**src/rtl/dmem_responder.sv**
```systemverilog
// dmem_responder
//   Data-memory responder for the MEM stage. It is a word-addressed SRAM model
//   with a programmable response latency and a busy/ready handshake. Accesses
//   that are misaligned or out of range are flagged and rejected. They are not
//   aliased onto a valid word.
//
//   state | meaning
//   ------+-----------------------------------------------------------------
//   IDLE  | waiting for MemReqM; the request is latched on the accept edge
//   WAIT  | latency down-counter runs; a load samples the array on the exit edge
//   DONE  | MemReadyM (and MemErrM) pulse; a store commits on the exit edge
//
// Ports
//   clk         in   clock, rising edge
//   reset       in   asynchronous reset, active low
//   MemReqM     in   access request; held with its operands until MemReadyM
//   MemWriteM   in   1 = store, 0 = load
//   ALUResultM  in   byte address
//   WriteDataM  in   store data
//   ReadDataM   out  load data; holds until the next load completes
//   MemReadyM   out  one-cycle completion pulse
//   MemBusyM    out  stall request to the hazard unit (combinational)
//   MemErrM     out  qualifies MemReadyM: access rejected
module dmem_responder #(
  parameter int DEPTH_WORDS = 64,
  parameter int WAIT_STATES = 2
) (
  input  logic        clk,
  input  logic        reset,
  input  logic        MemReqM,
  input  logic        MemWriteM,
  input  logic [31:0] ALUResultM,
  input  logic [31:0] WriteDataM,
  output logic [31:0] ReadDataM,
  output logic        MemReadyM,
  output logic        MemBusyM,
  output logic        MemErrM
);

  localparam int         IDX_W    = (DEPTH_WORDS > 1) ? $clog2(DEPTH_WORDS) : 1;
  localparam logic [3:0] CNT_INIT = (WAIT_STATES > 0) ? 4'(WAIT_STATES - 1) : 4'd0;

  typedef enum logic [1:0] {ST_IDLE, ST_WAIT, ST_DONE} state_t;

  state_t           state_q, state_d;
  logic [3:0]       cnt_q;
  logic [IDX_W-1:0] idx_q;
  logic [31:0]      data_q;
  logic             write_q;
  logic             err_q;
  logic [31:0]      rdata_q;
  logic [31:0]      mem [DEPTH_WORDS];

  logic [29:0]      word_in;
  logic [IDX_W-1:0] idx_in;
  logic             err_in;
  logic             accept;
  logic             ld_fire;
  logic [IDX_W-1:0] ld_idx;
  logic             ld_err;

  // The full 30-bit word index is compared so that high addresses never wrap
  // onto a valid word.
  assign word_in = ALUResultM[31:2];
  assign idx_in  = word_in[IDX_W-1:0];
  assign err_in  = (ALUResultM[1:0] != 2'b00) || (word_in >= 30'(DEPTH_WORDS));
  assign accept  = (state_q == ST_IDLE) && MemReqM;

  // A load samples the array on the edge that enters DONE. With zero wait
  // states that edge is the accept edge itself, so the live operands are used
  // because the latched copy is not yet valid.
  always_comb begin
    ld_fire = 1'b0;
    ld_idx  = idx_q;
    ld_err  = err_q;
    if (WAIT_STATES == 0) begin
      ld_fire = accept && !MemWriteM;
      ld_idx  = idx_in;
      ld_err  = err_in;
    end else begin
      ld_fire = (state_q == ST_WAIT) && (cnt_q == 4'd0) && !write_q;
    end
  end

  // State register
  always_ff @(posedge clk or negedge reset) begin
    if (!reset) state_q <= ST_IDLE;
    else        state_q <= state_d;
  end

  // Next-state logic
  always_comb begin
    state_d = state_q;
    case (state_q)
      ST_IDLE: if (MemReqM) state_d = (WAIT_STATES > 0) ? ST_WAIT : ST_DONE;
      ST_WAIT: if (cnt_q == 4'd0) state_d = ST_DONE;
      ST_DONE: state_d = ST_IDLE;
      default: state_d = ST_IDLE;
    endcase
  end

  // Outputs
  always_comb begin
    MemReadyM = (state_q == ST_DONE);
    MemErrM   = (state_q == ST_DONE) && err_q;
    MemBusyM  = accept || (state_q == ST_WAIT);
    ReadDataM = rdata_q;
  end

  // Latched request, latency timer and read-data register
  always_ff @(posedge clk or negedge reset) begin
    if (!reset) begin
      cnt_q   <= 4'd0;
      idx_q   <= '0;
      data_q  <= 32'd0;
      write_q <= 1'b0;
      err_q   <= 1'b0;
      rdata_q <= 32'd0;
    end else begin
      if (accept) begin
        idx_q   <= idx_in;
        data_q  <= WriteDataM;
        write_q <= MemWriteM;
        err_q   <= err_in;
        cnt_q   <= CNT_INIT;
      end else if ((state_q == ST_WAIT) && (cnt_q != 4'd0)) begin
        cnt_q <= cnt_q - 4'd1;
      end
      if (ld_fire) rdata_q <= ld_err ? 32'd0 : mem[ld_idx];
    end
  end

  // The array is not reset. A reset during an access returns the FSM to IDLE,
  // so a pending store never reaches this write.
  always_ff @(posedge clk) begin
    if ((state_q == ST_DONE) && write_q && !err_q) mem[idx_q] <= data_q;
  end

endmodule

```
**config.mk**
```make
export PLATFORM = sky130hd
export DESIGN_NAME = dmem_responder
export DESIGN_NICKNAME = d
export VERILOG_FILES = /design/src/rtl/dmem_responder.sv
export SDC_FILE = /design/constraint.sdc
export NUM_CORES = 2
export LEC_CHECK = 0
export BUFFER_PORTS_ARGS = -buffer_cell sky130_fd_sc_hd__buf_2
export CAP_MARGIN = 10
export CORE_AREA = 2 2 401 364
export DETAILED_ROUTE_END_ITERATION = 10
export DIE_AREA = 0 0 403 366
export GPL_TIMING_DRIVEN = 0
export PLACE_DENSITY_LB_ADDON = 0.25
export SLEW_MARGIN = 20
export SYNTH_ARGS = -nofsm -noshare
export SYNTH_HDL_FRONTEND = slang
export SYNTH_SLANG_ARGS = --single-unit
```
**constraint.sdc**
```tcl
create_clock -name clk -period 3.2 [get_ports clk]
set_clock_uncertainty 0.05 [all_clocks]
set_input_delay 0.64 -clock clk [delete_from_list [all_inputs] [get_ports clk]]
set_output_delay 0.64 -clock clk [all_outputs]
set_load 0.005 [all_outputs]
```
# --- Yosys cells after proc, flatten, opt, wreduce, memory -nomap -nowiden ---
# Memory sizes are Yosys's and may differ from the RTL's.
# Index checks and enable logic that the tools add are counted.
word_totals:
  reg_bits: 78
  mem_bits_rw: 2048
  inputBits: 68
  out_inout_bits: 35
  wordCells: 39
  mem_count: 1
classes:
  addsub: 1
  n_lt_le_gt_ge: 1
  eq_ne: 4
  n_mux: 8
  reduce_logical: 17
memory_table:
  columns: ["name", "depth", "word_bits", "read_ports", "rd_clocked_by_memory_dff", "wr", "line_no", "rtl"]
  rows:
  - ["mem", 64, 32, 1, 0, 1, "52", "logic [31:0] mem [DEPTH_WORDS];"]
op_table:
  columns: ["cell", "n"]
  rows:
  - ["$mux 32", 1]
  - ["$ge 30x7->1 const B", 1]
  - ["$mux 4", 2]
  - ["$logic_and 1x1->1", 7]
  - ["$logic_not 4->1", 1]
  - ["$mux 2", 2]
  - ["$ne 2x2->1 const B", 2]
  - ["$pmux 2 s2", 1]
  - ["$reduce_bool 2->1", 2]
  - ["$reduce_bool 4->1", 1]
  - ["$sub 4x1->4 const B", 1]
  - ["$eq 2x1->1 const B", 1]
  - ["$eq 2x2->1 const B", 1]
  - ["$logic_not 1->1", 2]
  - ["$logic_not 2->1", 1]
  - ["$logic_or 1x1->1", 2]
  - ["$mux 1", 2]
  - ["$reduce_and 2->1", 1]

# --- Logic depth before layout (Yosys ltp) ---
depth:
  ltp_word: 5
  ltp_mapped: 9
  mapped_depth_nobuf: 7

# --- Worst setup path before layout ---
# OpenSTA, ideal clock, no wires.
synth_timing:
  path_kind: "register -> register"
  from: "register idx_q[2]"
  to: "memory mem[59][0], enable pin"
  setup_time_ps: 421
  t_arrival_ps: 2904
  t_required_ps: 2729
  setup_slack_ps: -175
  stages_incl_launch_ff: 6
  n_path_buf: 2
  synth_period_minus_slack_ps: 3375
  path_cell_list: "dfrtp_1 -> buf_2 -> buf_1 -> nor4bb_1 -> nand3_1 -> nor2_1"
synth_lines:
  columns: ["item", "line_no", "rtl"]
  rows:
  - ["from (decl)", "47", "logic [IDX_W-1:0] idx_q;"]
  - ["from (signal assigned)", "121", "idx_q <= idx_in;"]
  - ["to (decl)", "52", null]
# No word-level cell before the write port.

# --- Final worst setup path ---
layout_timing:
  from: "register idx_q[0]"
  to: "register rdata_q[2] (netlist: ReadDataM[2])"
layout_between:
  elab_chain_cells: 2
layout_rtl:
  columns: ["item", "line_no", "rtl"]
  rows:
  - ["$mem_v2 64x32", null, null]
  - ["$mux 32", "129", "if (ld_fire) rdata_q <= ld_err ? 32'd0 : mem[ld_idx];"]
  - ["to (signal assigned)", "129", null]
  - ["to (decl)", "51", "logic [31:0] rdata_q;"]
# No other way between the ends.
# A chain may end at the register's enable or synchronous reset.

==> metrics.txt <==
status finished with violations; failing checks negative setup slack; Clock Latency Late Sink 0.83 ns; Hold Vio Cnt, Final 0; WHS 0.0673 ns; Final Wtd Congestion 0.891; min Tclk post-route 3.35 ns; antenna violations before repair 21; nets@finish 4094; Netlist cell types 49; data arrival at the endpoint of the critical path 4.00 ns; final setup vio count 80; Mean Syn Cell Area 23.1 um^2; max-cap viol count 0; row count 132; static leakage 30.1 nW; hold path depth 3; H-tree depth 4; FF-to-FF setup slack -0.15 ns; met1 usage in global routing 41.6%; met3 Use GR 8.55%; Syn. warnings 0; end point of the critical path ReadDataM[2]$_DFFE_PN0P_; period utilization 105%; Post-synth EDFFs 2048; area of the multi-input gates 16300 um^2; CTS Root Cell clkbuf_16; total gr overflow 0; Crit path required time 3.85 ns; critical path class reg2reg; total core area 143000 um^2; Worst R2R End ReadDataM[2]$_DFFE_PN0P_; vias in the first global route 41400; Worst Setup Start Kind flip-flop; cts bufs inserted 196; Antenna Nets Post-Route 0; Fill cells 8676; Top FF cell, synth edfxtp_1; Starting Density 55.8%; FF-to-FF Start idx_q[0]$_DFFE_PN0P_; post-synthesis cell area 79800 um^2; Area growth, synth to finish 18.7%; Max Fclk 298 MHz; Async SR Flop Fraction 3.67%; HPWL after DPL 144000 um; 1st-iter DRT viols 6902; peak supply drop 0.688 mV; sequential fraction of the synthesis area 79.5%; worst setup margin -0.154 ns; TritonCTS clock tree built; via count 42200; Syn Nets 3528; Final Slew Violations 0; Total GRT Usage 31.0%; layout cells sized above 1 34.7%; met2 usage 47.3%; worst-path fanout max 10; worst slew pin tran 1.26 ns; Slew headroom 16.0%; Clock Tree Buf Depth 3; DRC 0; crit end category flip-flop; first-pass GRT wire length 316000 um; crit path launch idx_q[0]$_DFFE_PN0P_; RSZ-0062 raised after global routing yes; total clock sinks 2126; overall die height 366 um; pwr/cell area 893 nW/um^2; register area 63500 um^2; Top Usage Layer GRT met2; synthesized flop and latch total 2126; Post-Route WL 234000 um; post-DR wirelength/cell 38.4 um; clk slew on worst S/H paths 0.07 ns; die area 147000 um^2; largest net degree at the start of global routing 66; Die W 403 um; port buffer count 102; cell depth of the worst flop-to-flop path 8; Post-Synthesis Cells 3459; via density per instance 6.95; IO Count 103; Pre-antenna DRT Iters 8; Worst Min Path Start ALUResultM[4]; HP Class in2reg; setup TNS -2.62 ns; Total Power 84.6 mW; Layout Utilization 66.3%
[cell usage in the layout, fill, tap and decap left out, drive strengths merged, types with 3 or more instances in the layout]
master / n
a21oi: 3
a22oi: 255
and3: 3
and4b: 5
buf: 420
bufinv: 14
clkbuf: 377
clkinv: 69
clkinvlp: 5
dfrtp: 78
diode: 11
dlygate4sd3: 37
edfxtp: 2048
inv: 8
mux2: 43
mux4: 505
nand2: 51
nand2b: 6
nand3: 5
nand4: 63
nor2: 106
nor2b: 6
nor3b: 3
nor4: 7
nor4b: 4
nor4bb: 5
o21ai: 34
[cell families after synthesis]
group,share of synthesized area (%)
flip-flops,79.5
adder cells (fa/ha/maj),0.0157
multiplexers,14.9
AO/OA/AOI/OAI,2.75
XOR/XNOR,0.0219
buffers and inverters,1.09
AND/OR/NAND/NOR,1.77
[worst max-delay path, stage by stage, from the launching register on]
cell	delay [ns]
dfrtp_1	0.35
buf_8	0.15
buf_12	0.19
buf_2	0.46
mux4_2	0.65
a22oi_1	0.94
nand4_1	0.16
nor2_1	0.18
o21ai_1	0.07
[flip-flops by register name, indices dropped and copies added (netlist names)]
register   flops
ReadDataM     32
cnt_q          4
data_q        32
err_q          1
idx_q          6
mem         2048
state_q        2
write_q        1
[metal layers]
| layer | part of all wire, % | vias to the layer above |
|---|---|---|
| li1 | - | 16000 |
| met1 | 35 | 22000 |
| met2 | 46 | 3355 |
| met3 | 13 | 825 |
| met4 | 6.5 | 10 |
| met5 | 0.029 | - |
[synth_stat cells (4+ instances only)]
library cell / instances / area share, %
inv_1: 4 / 0.019
nand2b_1: 6 / 0.047
nor4bb_1: 5 / 0.063
nor2_1: 106 / 0.50
buf_2: 64 / 0.40
buf_1: 14 / 0.066
nand4_1: 63 / 0.49
edfxtp_1: 2048 / 77
mux4_2: 505 / 14
nor2b_1: 6 / 0.047
nor4_1: 7 / 0.055
clkbuf_1: 114 / 0.54
dfrtp_1: 78 / 2.4
nand3_1: 5 / 0.031
nand2_1: 51 / 0.24
o21ai_1: 31 / 0.19
a22oi_1: 255 / 2.4
mux2_2: 43 / 0.61
and4b_1: 5 / 0.063
[metrics by stage]
| step | instance area (um^2) | setup slack (ns) | std cells |
|---|---|---|---|
| after global placement | 82700 | -3.24 | 5437 |
| after CTS | 93800 | -0.239 | 6017 |
| after global routing | 94700 | -0.242 | 6065 |
| after floorplan | 79800 | -0.175 | 3459 |
| final | 94800 | -0.154 | 6075 |
| after detailed placement | 85800 | -1.63 | 5548 |
[worst min-delay path by stage]
stage,slack [ns],to
3_3_place_gp,0.42,ReadDataM[11]$_DFFE_PN0P_
4_1_cts,0.03,idx_q[2]$_DFFE_PN0P_
6_report,0.07,idx_q[2]$_DFFE_PN0P_
2_1_floorplan,0.29,ReadDataM[0]$_DFFE_PN0P_
3_5_place_dp,0.42,ReadDataM[12]$_DFFE_PN0P_
5_1_grt,0.07,idx_q[2]$_DFFE_PN0P_
[power by group]
part	switching [mW]	internal (mW)	total [mW]	leakage [nW]
clock network	10.2	12.8	23.0	3.01
logic	15.0	9.18	24.2	7.68
registers	2.45	34.9	37.4	19.4
[cell type report]
type,instances,area share (%)
diodes,11,0.0290
plain buffers,197,1.42
clock buffers,269,5.66
clock inverters,92,0.845
inverters,4,0.0158
multi-input cells,1131,17.2
flip-flops and latches,2126,67.0
well taps,1876,2.48
repair buffers,369,5.31
[timing repair]
action	CTS	global route
endpoints found under the hold margin	61	0
gates cloned	0	1
buffers inserted	71	46
hold buffers	37	0
gates resized for setup	162	156
endpoints found under the setup margin	2047	1291
pin swaps	68	44
No activity file was read; power rests on OpenSTA's default activity.
